`src/rtl/uart_tx_arbiter.sv`:
```
// Shares one UART byte transmitter among N_REQ one-byte holding slots, round-robin.
// Define TXARB_FIXED_PRIO_EN to select fixed priority (lowest pending index wins).
module uart_tx_arbiter #(
  parameter  int N_REQ  = 2,
  parameter  int DATA_W = 8,
  localparam int GW     = (N_REQ > 1) ? $clog2(N_REQ) : 1
) (
  input  logic                    clk,
  input  logic                    rstn,
  input  logic [N_REQ-1:0]        req_valid,
  input  logic [N_REQ*DATA_W-1:0] req_data,
  output logic [N_REQ-1:0]        pending,
  output logic [N_REQ-1:0]        overrun,
  output logic [DATA_W-1:0]       tx_data,
  output logic                    tx_start,
  input  logic                    tx_busy,
  output logic [GW-1:0]           grant_id
);

  localparam logic [1:0] ST_IDLE  = 2'd0;
  localparam logic [1:0] ST_ISSUE = 2'd1;
  localparam logic [1:0] ST_BUSY  = 2'd2;

  logic [1:0]              state_q,   state_d;
  logic [N_REQ*DATA_W-1:0] slot_q,    slot_d;
  logic [N_REQ-1:0]        pending_q, pending_d;
  logic [N_REQ-1:0]        overrun_q, overrun_d;
  logic [DATA_W-1:0]       tx_data_q, tx_data_d;
  logic                    tx_start_q, tx_start_d;
  logic [GW-1:0]           grant_q,   grant_d;
  logic [GW-1:0]           last_q,    last_d;
  logic [GW-1:0]           start_s;
  logic [GW-1:0]           win_s;
  logic [N_REQ-1:0]        clear_s;

  // First set bit of pend, searching upward from start with wrap-around.
  function automatic logic [GW-1:0] pick_first(input logic [N_REQ-1:0] pend,
                                               input logic [GW-1:0]    start);
    logic [GW-1:0] win;
    logic [GW-1:0] idx;
    logic          found;
    win   = '0;
    found = 1'b0;
    for (int k = 0; k < N_REQ; k++) begin
      idx   = GW'((int'(start) + k) % N_REQ);
      win   = (!found && pend[idx]) ? idx : win;
      found = found | pend[idx];
    end
    return win;
  endfunction

`ifdef TXARB_FIXED_PRIO_EN
  assign start_s = '0;
`else
  assign start_s = (last_q == GW'(N_REQ - 1)) ? '0 : last_q + GW'(1);
`endif

  assign win_s   = pick_first(pending_q, start_s);
  assign clear_s = (state_q == ST_ISSUE) ? (N_REQ'(1'b1) << grant_q) : '0;

  // Arbitration FSM: pick and load a winner in IDLE, pulse start in ISSUE, wait out the frame
  always_comb begin
    state_d   = state_q;
    tx_data_d = tx_data_q;
    grant_d   = grant_q;
    last_d    = last_q;
    case (state_q)
      ST_IDLE: begin
        if (|pending_q) begin
          state_d   = ST_ISSUE;
          tx_data_d = slot_q[int'(win_s)*DATA_W +: DATA_W];
          grant_d   = win_s;
          last_d    = win_s;
        end else begin
          state_d   = ST_IDLE;
        end
      end
      ST_ISSUE: begin
        state_d = ST_BUSY;
      end
      ST_BUSY: begin
        if (tx_busy) begin
          state_d = ST_BUSY;
        end else begin
          state_d = ST_IDLE;
        end
      end
      default: begin
        state_d = ST_IDLE;
      end
    endcase
    tx_start_d = (state_d == ST_ISSUE);
  end

  // Holding slots: a byte lands in an empty slot or one being issued this cycle, else it is dropped
  always_comb begin
    slot_d    = slot_q;
    pending_d = pending_q;
    overrun_d = '0;
    for (int i = 0; i < N_REQ; i++) begin
      if (req_valid[i] && (!pending_q[i] || clear_s[i])) begin
        slot_d[i*DATA_W +: DATA_W] = req_data[i*DATA_W +: DATA_W];
        pending_d[i]               = 1'b1;
      end else if (req_valid[i]) begin
        overrun_d[i] = 1'b1;
      end else if (clear_s[i]) begin
        pending_d[i] = 1'b0;
      end else begin
        pending_d[i] = pending_q[i];
      end
    end
  end

  // State registers, synchronous active-low reset
  always_ff @(posedge clk) begin
    if (!rstn) begin
      state_q    <= ST_IDLE;
      slot_q     <= '0;
      pending_q  <= '0;
      overrun_q  <= '0;
      tx_data_q  <= '0;
      tx_start_q <= 1'b0;
      grant_q    <= '0;
      last_q     <= GW'(N_REQ - 1);
    end else begin
      state_q    <= state_d;
      slot_q     <= slot_d;
      pending_q  <= pending_d;
      overrun_q  <= overrun_d;
      tx_data_q  <= tx_data_d;
      tx_start_q <= tx_start_d;
      grant_q    <= grant_d;
      last_q     <= last_d;
    end
  end

  assign pending  = pending_q;
  assign overrun  = overrun_q;
  assign tx_data  = tx_data_q;
  assign tx_start = tx_start_q;
  assign grant_id = grant_q;

endmodule

```
`config.mk`:
```
export PLATFORM = sky130hd
export DESIGN_NAME = uart_tx_arbiter
export DESIGN_NICKNAME = d
export VERILOG_FILES = /design/src/rtl/uart_tx_arbiter.sv
export SDC_FILE = /design/constraint.sdc
export NUM_CORES = 1
export LEC_CHECK = 0
export CORE_MARGIN = 2
export CORE_UTILIZATION = 38
export DETAILED_ROUTE_END_ITERATION = 12
export GPL_ROUTABILITY_DRIVEN = 1
export SYNTH_ARGS = -nofsm -noshare
export SYNTH_HDL_FRONTEND = slang
export SYNTH_SLANG_ARGS = --single-unit
export TNS_END_PERCENT = 30
```
`constraint.sdc`:
```
create_clock -name clk -period 3.6 [get_ports clk]
set_input_delay 0.54 -clock clk [delete_from_list [all_inputs] [get_ports clk]]
set_output_delay 0.54 -clock clk [all_outputs]
set_load 0.03 [all_outputs]
```
# [Word-level counts from Yosys, hierarchy flattened]
# Cells that the tools add are included.
[totals] out_inout_bits=14 regBits=33 inputBits=21 wordCells=59
[classes] muxes=19 eq_ne=5 shift=2 reduce_logical=17 magnitude_cmp=2 bitwise=1 addsub=2
[op_table] cell="1-bit 2-to-1 mux" count=16
[op_table] cell="16-bit by 5-bit variable part select with 8-bit output" count=1
[op_table] cell="2-bit one-hot mux with 3 select lines" count=1
[op_table] cell="2-bit AND reduction" count=3
[op_table] cell="2-bit OR reduction" count=3
[op_table] cell="2-bit by 1-bit == test with 1-bit output (second input constant)" count=2
[op_table] cell="1-bit by 2-bit less-than comparator with 1-bit output (second input constant)" count=2
[op_table] cell="2-bit 2-to-1 mux" count=2
[op_table] cell="2-bit by 1-bit != test with 1-bit output (second input constant)" count=2
[op_table] cell="2-bit nonzero test" count=2
[op_table] cell="1-bit logical AND" count=3
[op_table] cell="1-bit logical NOT" count=3
[op_table] cell="1-bit adder (second input constant)" count=2
[op_table] cell="2-bit == test (second input constant)" count=1
[op_table] cell="2-bit logical NOT" count=1
[op_table] cell="1-bit logical OR" count=2
[op_table] cell="1-bit by 1-bit left shift with 2-bit output (first input constant)" count=1
[op_table] cell="1-bit NOT" count=1

# [Logic depth before layout (Yosys ltp)]
[logic_depth] word_depth=8 depth_mapped=4 ltp_nobuf=3

# [Least setup slack after synthesis]
# No wires, ideal clock.
[synth_path] kind="reg2reg" from="register grant_q, in the netlist grant_id" to="register slot_q[0]" t_required_ns=3.528 stages_incl_launch_ff=5 t_arrival_ns=1.306 n_path_buf=1 setup_ns=0.072 setup_slack_ns=2.222 synth_period_minus_slack_ns=1.378 path_cell_list="dfxtp_1 > or3b_1 > a21boi_1 > buf_4 > mux2i_1"
[synth_between] elab_chain_len=4
[synth_rtl] element="start: declaration" line="30" text="logic [GW-1:0] grant_q, grant_d;"
[synth_rtl] element="start signal: assignment" line="132" text="grant_q <= grant_d;"
[synth_rtl] element="1-bit by 1-bit left shift with 2-bit output" line="59" text="assign clear_s = (state_q == ST_ISSUE) ? (N_REQ'(1'b1) << grant_q) : '0;"
[synth_rtl] element="2-bit 2-to-1 mux" line="59"
[synth_rtl] element="1-bit logical OR" line="101" text="if (req_valid[i] && (!pending_q[i] || clear_s[i])) begin"
[synth_rtl] element="1-bit logical AND" line="101"
[synth_rtl] element="end signal: assignment" line="127" text="slot_q <= slot_d;"
[synth_rtl] element="end: declaration" line="25" text="logic [N_REQ*DATA_W-1:0] slot_q, slot_d;"
# No other way between the ends.
# A chain may end at the register's enable or synchronous reset.

# [Final worst setup path]
[layout_path] from="register pending_q[1], in the netlist pending[1]" to="output pending[1]"
[layout_lines] element="start: declaration" line="26" text="logic [N_REQ-1:0] pending_q, pending_d;"
[layout_lines] element="start signal: assignment" line="128" text="pending_q <= pending_d;"
[layout_lines] element="end: declaration" line="12" text="output logic [N_REQ-1:0] pending,"
# No word-level cell between the ends.

==> results by group <==
STA
  • RSZ-0062 raised after global routing: no
  • Total Neg Setup Slack: 0 ps
  • Final worst-path cycle share: 54.8%
  • Clk_skew: 4.55 ps
  • Max Fclk: 507 MHz
  • Relative slew slack: 27.7%
  • Tmin final: 1970 ps
  • Final worst setup slack: 1630 ps
  • Worst-margin pin slew: 1080 ps
  • Worst hold slack: 460 ps
  • Max-slew violations: 0
  • Final hold violation count: 0
  • Final setup viols: 0

Run
  • Reported max-cap violation count: 0

Place
  • Post-DP Area: 0.00170 sq mm
  • Post-DP HPWL: 1920 um
  • Input/output buffers: 34
  • Placed Instances: 213
  • RePlAce Congestion: 0.708
  • Pre-CTS WS: 1350 ps

Finish
  • Layout cell share with drive strength beyond 1: 5.75%
  • Final Instance Area: 0.00176 sq mm
  • Fillcell total: 330
  • Number of diodes: 0
  • P&R area growth vs syn: 31.1%
  • Commonest non-fill, non-tap cells in the layout: clkdlybuf4s50_1 (34), nand2_1 (33), dfxtp_1 (33), mux2i_1 (24), a21oi_1 (10)
  • Fin cells: 220
  • Commonest non-fill, non-tap cell in the layout: clkdlybuf4s50_1
  • Layout Nets: 195

Pwr
  • VDD IR max: 0.229 mV
  • Cell leakage power: 0.000684 uW
  • Cell Pwr Density: 456 mW/mm^2

Worst hold path
  • HP Class: reg -> reg
  • Hold path startpoint: slot_q[8]

Synthesis
  • Mean post-synth cell area: 9.49 sq um
  • Post-Syn Area: 0.00134 sq mm
  • Sequential share of the synthesized area: 49.3%
  • Library cells used by synthesis: 25
  • Gate Count Post-Synth: 141
  • Syn. warnings: 0
  • Yosys reg bits: 33
  • Synth Net Count: 162

Global routing
  • GRT Util Overall: 16.3%
  • First-pass GRT wire length: 4970 um
  • Grt total ovfl: 0
  • Vias in the first global route: 1,126
  • Pin count of the biggest net entering global routing: 41
  • Initial antenna violation count: 0

Clocking
  • CTS tree: yes
  • # resized after CTS: 0
  • CTS Buf Count: 5
  • CTS sink cnt: 33
  • Reg clk slew, reported paths: 90 ps
  • Root buf cell: clkbuf_4
  • Post-CTS Setup Inserts: 0
  • CTS H-tree depth: 2
  • Clk Latency, worst-skew pair: 330 ps
  • CTS max path bufs: 2
  • Post-CTS Hold Buffers: 0

Status
  • Status: finished, final reports clean

Route
  • Via count: 1,072
  • Final ANT Viol Nets: 0
  • Total wire length: 2810 um
  • Wire per inst: 12.8 um
  • DRC: 0
  • Iteration-0 DRC Markers: 39
  • Detailed-router iteration count before antenna repair: 4
  • Vias/cell: 4.87

Critical path
  • Critical Path RT: 3060 ps
  • CP startpoint: pending[1]
  • Worst R2R Start: state_q[0]
  • CP max stage delay: 690 ps
  • CP Launch Type: register
  • Crit Path Max Fanout: 5
  • Worst path slowest cell: clkdlybuf4s50_1
  • Crit path kind: reg -> out
  • Worst path top cell family by delay: buffers and inverters
  • Critical path buffer and inverter count: 1
  • Crit-path cells: clkdlybuf4s50_1
  • Setup crit end kind: output port
  • Crit path DAT: 1430 ps

Floorplan
  • Die area: 0.00401 sq mm
  • Initial Utilization: 39.8%
  • # rows: 21
  • Die height: 63.4 um
  • IO Pins: 35
  • Core area: 0.00336 sq mm
  • Die X: 63.4 um
state kept, by name, indices dropped and copies added, names as in the netlist:
name and count:
slot_q 16, tx_data 8, tx_start 1, overrun 2
last_q 1, state_q 2, grant_id 1, pending 2
synth_stat cells, drive strengths merged:
cell	n	area [sq um]
inv	3	11.3
or2	1	6.26
o211ai	1	7.51
or3b	1	8.76
mux2i	24	240
a21o	1	7.51
nand2	33	124
clkinv	1	3.75
and2	2	12.5
o21a	3	22.5
and3	4	25.0
nand3	1	5.00
nand2b	1	6.26
nand3b	1	7.51
o22ai	1	12.5
a21boi	2	15.0
a211oi	8	65.1
a21oi	10	50.1
buf	4	25.0
dfxtp	33	661
nor2	1	3.75
clkbuf	5	18.8
cell families after synthesis:
| logic type | after synthesis | synth area share [%] |
|---|---|---|
| buffers and inverters | 13 | 4.39 |
| flip-flops | 33 | 49.3 |
| AND/OR/NAND/NOR | 45 | 14.9 |
| AO/OA/AOI/OAI | 26 | 13.5 |
| multiplexers | 24 | 17.9 |
area by class of cell:
| class | count | area (sq um) | share of cell area [%] |
|---|---|---|---|
| clock buffer | 7 | 55.1 | 3.14 |
| timing repair buffer | 35 | 348 | 19.8 |
| tap | 46 | 57.6 | 3.28 |
| inverter | 4 | 15.0 | 0.855 |
| sequential | 33 | 661 | 37.6 |
| multi-input combinational | 95 | 619 | 35.3 |
stage by stage:
step | utilization, % | power [uW]
after floorplan | - | 533
after global placement | 50.6 | 598
after detailed placement | 50.6 | 602
after CTS | 52.2 | 813
after global routing | 52.2 | 853
final | 52.2 | 800
final timing paths:
kind / slack, ps / depth (start not counted) / to
worst max-delay path: 1630 / 1 / pending[1]
worst min-delay path: 460 / 2 / slot_q[8]
worst max register to register: 1660 / 3 / slot_q[3]
worst min register to register: 460 / 2 / slot_q[8]
per-layer routing:
metal | share of wire (%) | global-route usage, % | routed length (um) | up-vias
li1 | - | - | - | 546
met1 | 45 | 19.6 | 1270 | 490
met2 | 46 | 25.7 | 1300 | 31
met3 | 6.5 | 6.43 | 184 | 5
met4 | 2.0 | 7.34 | 57 | 0
met5 | 0 | 0 | 0 | -
report_power, final:
part           switching, uW  internal [uW]  total (uW)
clock                    115           92.1         207
sequential              17.6            396         414
combinational           95.1           83.4         179
Note: power is estimated with default switching activity, not from simulation.
